<file path="config.mk">
export PLATFORM = sky130hd
export DESIGN_NAME = uart_frame_loader
export DESIGN_NICKNAME = d
export VERILOG_FILES = /design/src/rtl/uart_frame_loader.sv
export SDC_FILE = /design/constraint.sdc
export NUM_CORES = 1
export LEC_CHECK = 0
export ABC_CLOCK_PERIOD_IN_PS = 4950
export CAP_MARGIN = 5
export CORE_ASPECT_RATIO = 0.8
export CORE_MARGIN = 5
export CORE_UTILIZATION = 55
export DETAILED_ROUTE_END_ITERATION = 12
export PLACE_DENSITY = 0.92
export SLEW_MARGIN = 20
export SYNTH_ARGS = -nofsm -noshare
export SYNTH_HDL_FRONTEND = slang
export SYNTH_SLANG_ARGS = --single-unit
</file>
<file path="constraint.sdc">
create_clock -name sys_clk -period 4.95 [get_ports sys_clk]
set_clock_uncertainty 0.15 [all_clocks]
set_input_delay 0.99 -clock sys_clk [delete_from_list [all_inputs] [get_ports sys_clk]]
set_output_delay 0.99 -clock sys_clk [all_outputs]
set_load 0.05 [all_outputs]
</file>
<file path="src/rtl/uart_frame_loader.sv">
// Parses a UART byte stream (sync word, slot, PIXELS bytes, checksum) into SDRAM
// frame-buffer write strobes and per-slot validity/error status.
module uart_frame_loader #(
    parameter int unsigned PIXELS      = 307200,
    parameter int unsigned NUM_SLOTS   = 5,
    parameter int unsigned TIMEOUT_CYC = 50000,
    parameter logic [7:0]  SYNC0       = 8'hA5,
    parameter logic [7:0]  SYNC1       = 8'h5A
) (
    input  logic                 sys_clk,
    input  logic                 sys_rst,
    input  logic [7:0]           rx_data,
    input  logic                 rx_flag,
    output logic [15:0]          wr_data,
    output logic                 wr_en,
    output logic [22:0]          wr_addr,
    output logic                 wr_load,
    output logic [22:0]          wr_base,
    output logic                 busy,
    output logic                 frame_done,
    output logic [NUM_SLOTS-1:0] frame_valid,
    output logic                 chk_err,
    output logic                 slot_err,
    output logic                 timeout_err
);

    localparam int unsigned CntW  = (PIXELS > 1) ? $clog2(PIXELS) : 1;
    localparam int unsigned TmoW  = (TIMEOUT_CYC > 1) ? $clog2(TIMEOUT_CYC) : 1;
    localparam int unsigned SlotW = (NUM_SLOTS > 1) ? $clog2(NUM_SLOTS) : 1;
    localparam logic [CntW-1:0] LastPix = CntW'(PIXELS - 1);
    localparam logic [TmoW-1:0] TmoLast = TmoW'(TIMEOUT_CYC - 1);

    typedef enum logic [2:0] {StIdle, StSync, StSlot, StPix, StChk} state_e;

    state_e                 state_q, state_d;
    logic [CntW-1:0]        cnt_q, cnt_d;
    logic [TmoW-1:0]        tmo_q, tmo_d;
    logic [7:0]             csum_q, csum_d;
    logic [SlotW-1:0]       slot_q, slot_d;
    logic [22:0]            base_q, base_d;
    logic [22:0]            addr_q, addr_d;
    logic [15:0]            data_q, data_d;
    logic [NUM_SLOTS-1:0]   valid_q, valid_d;
    logic                   en_q, en_d;
    logic                   load_q, load_d;
    logic                   done_q, done_d;
    logic                   chk_err_q, chk_err_d;
    logic                   slot_err_q, slot_err_d;
    logic                   tmo_err_q, tmo_err_d;
    logic                   rx_flag_q;
    logic                   rx_ok;

    // A strobe directly following another is dropped so state is never double-stepped.
    assign rx_ok = rx_flag & ~rx_flag_q;

    always_comb begin
        state_d    = state_q;
        cnt_d      = cnt_q;
        csum_d     = csum_q;
        slot_d     = slot_q;
        base_d     = base_q;
        addr_d     = addr_q;
        data_d     = data_q;
        valid_d    = valid_q;
        en_d       = 1'b0;
        load_d     = 1'b0;
        done_d     = 1'b0;
        chk_err_d  = 1'b0;
        slot_err_d = 1'b0;
        tmo_err_d  = 1'b0;
        tmo_d      = (state_q == StIdle || rx_flag) ? '0 : tmo_q + TmoW'(1);

        if (rx_ok) begin
            case (state_q)
                StIdle: begin
                    if (rx_data == SYNC0) state_d = StSync;
                end
                StSync: begin
                    if (rx_data == SYNC1) begin
                        state_d = StSlot;
                    end else if (rx_data != SYNC0) begin
                        state_d = StIdle;
                    end
                end
                StSlot: begin
                    if (32'(rx_data) < NUM_SLOTS) begin
                        slot_d = SlotW'(rx_data);
                        base_d = 23'(rx_data) * 23'(PIXELS);
                        load_d = 1'b1;
                        cnt_d  = '0;
                        csum_d = '0;
                        for (int unsigned i = 0; i < NUM_SLOTS; i++) begin
                            if (32'(rx_data) == i) valid_d[i] = 1'b0;
                        end
                        state_d = StPix;
                    end else begin
                        slot_err_d = 1'b1;
                        state_d    = StIdle;
                    end
                end
                StPix: begin
                    en_d   = 1'b1;
                    data_d = {8'h00, rx_data};
                    addr_d = base_q + 23'(cnt_q);
                    cnt_d  = cnt_q + CntW'(1);
                    csum_d = csum_q + rx_data;
                    if (cnt_q == LastPix) state_d = StChk;
                end
                StChk: begin
                    done_d = 1'b1;
                    if (rx_data == csum_q) begin
                        for (int unsigned i = 0; i < NUM_SLOTS; i++) begin
                            if (32'(slot_q) == i) valid_d[i] = 1'b1;
                        end
                    end else begin
                        chk_err_d = 1'b1;
                    end
                    state_d = StIdle;
                end
                default: state_d = StIdle;
            endcase
        end else if (!rx_flag && state_q != StIdle && tmo_q == TmoLast) begin
            tmo_err_d = 1'b1;
            tmo_d     = '0;
            state_d   = StIdle;
        end
    end

    always_ff @(posedge sys_clk) begin
        if (sys_rst) begin
            state_q    <= StIdle;
            cnt_q      <= '0;
            tmo_q      <= '0;
            csum_q     <= '0;
            slot_q     <= '0;
            base_q     <= '0;
            addr_q     <= '0;
            data_q     <= '0;
            valid_q    <= '0;
            en_q       <= 1'b0;
            load_q     <= 1'b0;
            done_q     <= 1'b0;
            chk_err_q  <= 1'b0;
            slot_err_q <= 1'b0;
            tmo_err_q  <= 1'b0;
            rx_flag_q  <= 1'b0;
        end else begin
            state_q    <= state_d;
            cnt_q      <= cnt_d;
            tmo_q      <= tmo_d;
            csum_q     <= csum_d;
            slot_q     <= slot_d;
            base_q     <= base_d;
            addr_q     <= addr_d;
            data_q     <= data_d;
            valid_q    <= valid_d;
            en_q       <= en_d;
            load_q     <= load_d;
            done_q     <= done_d;
            chk_err_q  <= chk_err_d;
            slot_err_q <= slot_err_d;
            tmo_err_q  <= tmo_err_d;
            rx_flag_q  <= rx_flag;
        end
    end

    assign wr_data     = data_q;
    assign wr_en       = en_q;
    assign wr_addr     = addr_q;
    assign wr_load     = load_q;
    assign wr_base     = base_q;
    assign busy        = (state_q != StIdle);
    assign frame_done  = done_q;
    assign frame_valid = valid_q;
    assign chk_err     = chk_err_q;
    assign slot_err    = slot_err_q;
    assign timeout_err = tmo_err_q;

endmodule

</file>
Word level (Yosys, flattened, before mapping)

Cells that the tools add are included.

Flip-flop bits (word level): 103
Bits of input ports: 11
Output and inout bits: 74
Logic and storage cells: 122

Add/subtract/negate cells: 4
Multipliers: 1
Order comparisons: 1
Equal/unequal tests: 33
Muxes and demuxes: 34
Bitwise logic cells: 5
Reductions and logical operators: 24

Operators with widths:

| kind                                                                   | count |
|---|---|
| 16-bit two-way mux                                                     | 3 |
| 19-bit one-hot mux with 2 select lines                                 | 1 |
| 6-bit AND reduction                                                    | 5 |
| 2-bit inequality test (second input constant)                          | 12 |
| 23-bit by 19-bit adder with 23-bit output                              | 1 |
| 19-bit by 1-bit adder with 19-bit output (second input constant)       | 1 |
| 19-bit equality test (second input constant)                           | 1 |
| 19-bit two-way mux                                                     | 1 |
| 3-bit two-way mux                                                      | 6 |
| 16-bit by 1-bit adder with 16-bit output (second input constant)       | 1 |
| 16-bit equality test (second input constant)                           | 1 |
| 8-bit by 2-bit equality test with 1-bit output (second input constant) | 2 |
| 1-bit two-way mux                                                      | 16 |
| 8-bit one-hot mux with 2 select lines                                  | 1 |
| 3-bit by 2-bit equality test with 1-bit output (second input constant) | 4 |
| 3-bit one-hot mux with 4 select lines                                  | 1 |
| 8-bit by 7-bit multiplier with 11-bit output (second input constant)   | 1 |
| 5-bit two-way mux                                                      | 2 |
| 5-bit one-hot mux with 2 select lines                                  | 1 |
| 8-bit adder                                                            | 1 |
| 8-bit by 1-bit equality test with 1-bit output (second input constant) | 1 |
| 8-bit by 3-bit equality test with 1-bit output (second input constant) | 1 |
| 8-bit by 7-bit equality test with 1-bit output (second input constant) | 1 |
| 8-bit equality test                                                    | 1 |
| other kinds (24)                                                       | 36 |

Depth between registers and ports, before layout

Gate-level depths: netlist (run 1).

Depth in word-level cells: 5
Gate-level depth with buffers: 12

Least setup slack after synthesis (run 1)

No wires, ideal clock.

Path type: input to register
Start: input port rx_data[4]
End: register base_q[22], in the netlist wr_base[22]
Setup time: 0.122 ns
Arrival: 3.658 ns
Data required time: 4.678 ns
Path slack: 1.020 ns
Stages on the path: 12
Cell sequence: ha_1 ha_1 inv_1 fa_1 fa_1 inv_1 ha_1 nand3_1 o211ai_1 o41ai_1 xor2_1 o21ai_0

Longest elaborated chain between the ends: 2
Elaborated cells on any way between the ends: 3

Ends and longest elaborated chain:

| element                                                                                              | line | source |
|---|---|---|
| from (decl)                                                                                          | 12   | `input logic [7:0] rx_data,` |
| parallel branches: the longest is 2 deep, another holds 8-bit by 7-bit multiplier with 11-bit output | -    |  |
| to (signal assigned)                                                                                 | 153  | `base_q <= base_d;` |
| to (decl)                                                                                            | 40   | `logic [22:0] base_q, base_d;` |

Parallel ways; which one is timed is not known.
A chain may end at the register's enable or synchronous reset.

Worst setup path after layout (run 1)

Start: input port rx_data[5]
End: register base_q[21], in the netlist wr_base[21]

The elaborated chain is that of the path after synthesis.

==> impl_metrics.json, run 1 <==
{
  "stdcell_count": 903,
  "cp-start-kind": "input port",
  "synthesis.area_um2": 5953,
  "antenna_found_initial": 0,
  "fmax_mhz": 233.8,
  "ys_types": 67,
  "synth-edff-count": 0,
  "cts-resized-gates": 0,
  "grt_pass1_wl_um": 22600,
  "hp-class": "flop to flop",
  "dr_wl_met2_um": 6360,
  "fin_crit_sh_pct": 86.40,
  "drive_gt1_share_pct": 5.270,
  "power_frac_seq_pct": 44.5,
  "placedCellCount": 887,
  "dpl.hpwl_um": 10130,
  "synth_flop_cell": "dfxtp_1",
  "setup_violations": 0,
  "num_rows": 34,
  "postCtsHoldBufs": 0,
  "cts_tree": "yes",
  "fin_nets": 821,
  "top_layer_used": "met4",
  "start_util_pct": 55.53,
  "cts.sinks": 102,
  "ys_seq_area_share_pct": 34.30,
  "power_mw": 1.851,
  "postSynthCellCount": 702,
  "required_ps": 5060,
  "outcome": "finished, final reports clean",
  "maxCapViolations": 0,
  "switchingPower_uw": 519.4,
  "rsz0062_at_grt": "no",
  "clkLatencyLatePin_ps": 350,
  "cts_root_buf": "clkbuf_16",
  "core_um2": 10720,
  "antenna_left": 0,
  "power_leakage_nw": 2.590,
  "drt_wl_total_um": 13890,
  "grt_overflow": 0,
  "cts.path.max_buffers": 2,
  "wl_per_cell_um": 15.39,
  "hold_viol": 0,
  "firstDrtPassIters": 7,
  "gp_congestion": 0.8899,
  "cts.clk_slew.worst_paths_ps": 70,
  "fin_tns_setup_ps": 0,
  "pin_count": 85,
  "met1_length_um": 6382,
  "crit_fanout": 4,
  "ys_async_sr_fraction_pct": 0,
  "maxSlewViolCount": 0,
  "grt_pass1_vias": 4668,
  "h-tree-depth": 3,
  "synth_seq_cells": 102,
  "clkPwrFrac_pct": 39.4,
  "p_int_mw": 1.332,
  "vdd_drop_max_mv": 0.1678,
  "numCtsBuffers": 9,
  "drtIter0Drc": 431,
  "synth.avg_cell_area_um2": 8.480,
  "critPathKind": "input port to flop",
  "pwr-share-comb_pct": 16.1,
  "num_vias": 5181,
  "cts_setup_buffers": 0,
  "grtUsageTotal_pct": 21.38,
  "tightest_slew_ps": 990.8,
  "powerDensity_nw_per_um2": 268.0,
  "syn2layout_area_growth_pct": 16.02,
  "whs_path_depth": 1,
  "portBuffers": 64,
  "yosys_warnings": 0,
  "post-route-drc-count": 0,
  "die_h_um": 103.1,
  "vias_per_cell": 5.738,
  "max_slew_margin_pct": 33.95,
  "grt_max_degree": 47,
  "switching_share_pct": 28.06,
  "cp.arrival_ps": 4390,
  "die_area_um2": 13020,
  "end_kind": "flop",
  "wl_met3_um": 895,
  "n_antenna_cell": 0,
  "reg2reg_depth": 5,
  "die_w_um": 126.3,
  "finalCriticalPeriod_ps": 4277
}
[cells in the mapped netlist (3+ instances only)]
master	count	area [um^2]
and4_1	4	35.03
nor3b_1	6	45.04
ha_1	47	588.1
xnor2_1	34	297.8
dfxtp_1	102	2042
nand4_1	15	93.84
nor2b_1	6	37.54
xor2_1	11	96.34
o211ai_1	7	52.55
nand3_1	26	130.1
inv_1	31	116.4
fa_1	9	180.2
a22oi_1	3	22.52
o31ai_1	3	22.52
o21ai_0	13	65.06
buf_2	7	35.03
o21a_1	3	22.52
a211oi_1	7	52.55
a21oi_1	55	275.3
a21o_1	9	67.56
clkbuf_1	18	67.56
nor3_1	19	95.09
a31oi_1	5	31.28
nor2_1	53	198.9
or3_1	14	87.58
and2_1	3	18.77
nor4b_1	5	43.79
and3_1	11	68.82
buf_4	26	195.2
nor4_1	11	68.82
nand2b_1	3	18.77
nand2_1	89	334.1
[final timing paths]
kind / start / to / slack, ps
max: rx_data[5] / wr_base[21] / 670
min reg2reg: tmo_q[0] / tmo_q[0] / 290
max reg2reg: state_q[1] / wr_addr[8] / 2070
min: tmo_q[0] / tmo_q[0] / 290
[final cells by class]
| class | instances | area [um^2] |
|---|---|---|
| Tap cell | 144 | 180.2 |
| Inverter | 31 | 116.4 |
| Multi-Input combinational cell | 534 | 3537 |
| Clock inverter | 6 | 76.32 |
| Sequential cell | 102 | 2042 |
| Timing Repair Buffer | 76 | 725.7 |
| Clock buffer | 10 | 229.0 |
| Fill cell | 859 | 3814 |
[power by group through the flow]
| stage | Clock (mW) | Sequential [mW] | Combinational, mW |
|---|---|---|---|
| after detailed placement | 0 | 0.843 | 0.293 |
| after global routing | 0.778 | 0.824 | 0.332 |
| final | 0.729 | 0.824 | 0.299 |
| after floorplan | 0 | 0.841 | 0.239 |
| after global placement | 0 | 0.843 | 0.278 |
| after CTS | 0.742 | 0.824 | 0.296 |
[flip-flops by register name, indices dropped and copies added, names as in the netlist, 3 cells and up]
register     cells
cnt_q           19
csum_q           8
frame_valid      5
slot_q           3
state_q          3
tmo_q           16
wr_addr         23
wr_base         10
wr_data          8
[cell usage in the layout (no fill, tap or decap), types with 11 or more instances in the layout]
master and count:
or3_1 14, nand4_1 15, nand2_1 89, buf_4 12, nor4_1 11, a21oi_1 55, ha_1 47, xor2_1 11
nand3_1 26, nor3_1 19, o21ai_0 13, inv_1 31, and3_1 11, clkdlybuf4s50_1 63, xnor2_1 34, dfxtp_1 102
conb_1 20, nor2_1 53
[metal layers]
metal | track usage (%) | vias up
met1 | 29.01 | 2405
met2 | 34.29 | 202
met5 | 0 | -
li1 | - | 2549
met3 | 4.505 | 25
met4 | 7.337 | 0
[cell families after synthesis]
kind of cell | synth area share (%)
xor gates and xnor gates | 6.620
adders and majority gates | 12.90
DFF | 34.30
buffers and inverters | 7.482
and+or+nand+nor | 24.42
AOI/OAI and AO/OA | 14.21
other | 0.06299
[stage by stage]
stage | util (%) | setup WS (ps) | hold WS (ps) | cell area [um^2]
2_1_floorplan | - | 1020 | 263.2 | 6025
3_3_place_gp | 61.58 | 470.2 | 274.7 | 6601
3_5_place_dp | 61.58 | 347.9 | 284.2 | 6601
4_1_cts | 64.43 | 699.0 | 293.8 | 6907
5_1_grt | 64.43 | 451.4 | 300.9 | 6907
6_report | 64.43 | 673.0 | 292.8 | 6907
[worst max-delay path: stages]
cell and delay, ps:
clkdlybuf4s50_1 540, ha_1 260, ha_1 280, ha_1 320, fa_1 470, ha_1 380
o21a_1 150, a2111oi_0 580, o31ai_1 160, a311oi_1 260
(Power assumes the default switching activity.)
==> run 2: changes to the inputs <==
--- a/config.mk
+++ b/config.mk
@@ -7,7 +7,7 @@
 export LEC_CHECK = 0
 export ABC_CLOCK_PERIOD_IN_PS = 4950
 export CAP_MARGIN = 5
-export CORE_ASPECT_RATIO = 0.8
+export CORE_ASPECT_RATIO = 0.5
 export CORE_MARGIN = 5
 export CORE_UTILIZATION = 55
 export DETAILED_ROUTE_END_ITERATION = 12
==> run 2 against run 1 <==
  * Via count is 2.9% higher
  * Worst setup slack worse by 340 ps
  * Wire length is 7.3% higher
  * Global-route usage is 1.2 points higher
  * Die area is 0.87% higher
  * Sequential power hardly changed
  * Largest cell class unchanged
  * Critical path type unchanged
  * Hold slack better by 0.79 ps
  * Design area is 0.36% lower
  * Largest power group unchanged
  * Total power is 2.2% lower
  * Utilization is 1.9 points higher
  * Sequential cell count stayed put
==> impl_metrics.json, run 2 (synthesized netlist as in run 1, its figures left out) <==
{
  "outcome": "finished, final reports clean",
  "crit_fanout": 7,
  "gp_congestion": 0.9123,
  "end_kind": "flop",
  "powerDensity_nw_per_um2": 263.0,
  "n_antenna_cell": 0,
  "syn2layout_area_growth_pct": 15.59,
  "postCtsHoldBufs": 0,
  "drt_wl_total_um": 14900,
  "crit_path_frequent_cell": "ha_1",
  "rsz0062_at_grt": "no",
  "grt_max_degree": 38,
  "r2r-start": "cnt_q[12]",
  "fin_tns_setup_ps": 0,
  "cts_setup_buffers": 0,
  "largest_reg_flops": 23,
  "path_cells": "clkdlybuf4s50_1, ha_1, ha_1, ha_1, fa_1, ha_1, o21a_1, a2111oi_0, o31ai_1, a311oi_1",
  "vias_per_cell": 5.922,
  "path_delay_family": "adder cells",
  "portBuffers": 64,
  "reg2reg_depth": 8,
  "antenna_left": 0,
  "max_slew_margin_pct": 49.70,
  "cts_tree": "yes",
  "timing.rr.end": "wr_addr[20]",
  "grt_pass1_vias": 5082,
  "post-route-drc-count": 0,
  "drtIter0Drc": 362,
  "cts.path.max_buffers": 2,
  "crit_buf_inv": 1,
  "drive_gt1_share_pct": 5.132,
  "whs_path_depth": 1,
  "final_common_cell": "dfxtp_1",
  "power_leakage_nw": 2.578,
  "hp-class": "flop to flop",
  "fmax_mhz": 216.6,
  "wl_per_cell_um": 16.56,
  "required_ps": 5040,
  "clkLatencyLatePin_ps": 350,
  "hold_viol": 0,
  "tightest_slew_ps": 754.4,
  "cp.arrival_ps": 4710,
  "start_util_pct": 57.37,
  "setup_violations": 0,
  "grtUsageTotal_pct": 22.63,
  "setup_ws_ps": 332.8,
  "grt_overflow": 0,
  "finish.utilization_pct": 66.31,
  "cp-start-kind": "input port",
  "hold_slack_ps": 293.6,
  "hold-path-endpoint": "tmo_q[0]",
  "finalCriticalPeriod_ps": 4617,
  "maxSlewViolCount": 0,
  "pin_count": 85,
  "cpPeakStageDelay_ps": 660,
  "min-delay-start": "tmo_q[0]",
  "pre_cts_ws_ps": 85.53,
  "numCtsBuffers": 9,
  "layout_common_cells": "102 x dfxtp_1, 89 x nand2_1, 63 x clkdlybuf4s50_1",
  "die_h_um": 83.57,
  "num_vias": 5330,
  "fin_nets": 822,
  "num_rows": 26,
  "grt_pass1_wl_um": 24500,
  "slowest_stage": "clkdlybuf4s50_1",
  "r2r_setup_slack_ps": 2280,
  "die_area_um2": 13130,
  "vdd_drop_max_mv": 0.1689,
  "cts-resized-gates": 0,
  "cts.clk_slew.worst_paths_ps": 70,
  "h-tree-depth": 3,
  "dpl.hpwl_um": 10550,
  "die_w_um": 157.1,
  "fin_crit_sh_pct": 93.28,
  "cts_root_buf": "clkbuf_16",
  "core_um2": 10380,
  "critPathKind": "input port to flop",
  "cts.sinks": 102,
  "firstDrtPassIters": 7,
  "antenna_found_initial": 0,
  "maxCapViolations": 0
}
[run 2: cell types whose count changed in the layout (fill, tap and decap cells not counted)]
cell	before	now
buf_4	12	13
bufinv_16	1	0
clkbuf_1	1	3
clkbuf_8	0	1
clkinv_4	2	0
clkinvlp_4	0	1
inv_6	2	1
[run 2: metal layers]
layer	GRT usage [%]	vias up	wire length (um)
met1	28.89	2504	6402
met4	8.431	0	404
met2	37.17	235	6944
met5	0	-	0
met3	5.438	44	1152
li1	-	2547	-
[run 2: per-stage QoR]
step                      total power [mW]  std cells  area, um^2
after CTS                            1.810        900        6882
final                                1.810        900        6882
after detailed placement             1.138        884        6604
after global routing                 1.878        900        6882
after global placement               1.121        884        6604
after floorplan                      1.080        721        6025
[run 2: power breakdown]
group | internal (mW) | switching (mW) | total [mW]
Combinational | 0.110 | 0.193 | 0.304
Clock | 0.361 | 0.320 | 0.682
Sequential | 0.821 | 0.00303 | 0.824
[run 2: layout make-up]
type | instances | area [um^2]
multi-input combinational | 534 | 3537
clock inverter | 3 | 27.53
inverter | 31 | 116.4
fill | 783 | 3496
timing repair buffer | 77 | 733.2
clock buffer | 13 | 250.2
tap | 140 | 175.2
sequential | 102 | 2042
[run 2: worst max path at each step]
stage                     slack (ps)  cells past startpoint       start          end
final                            330                     10  rx_data[5]  wr_base[21]
after global routing             140                     10  rx_data[5]  wr_base[21]
after CTS                        420                     10  rx_data[5]  wr_base[21]
after detailed placement          90                     10  rx_data[5]  wr_base[21]
after global placement           400                     13  rx_data[5]  wr_base[22]
after floorplan                 1020                     12  rx_data[4]  wr_base[22]
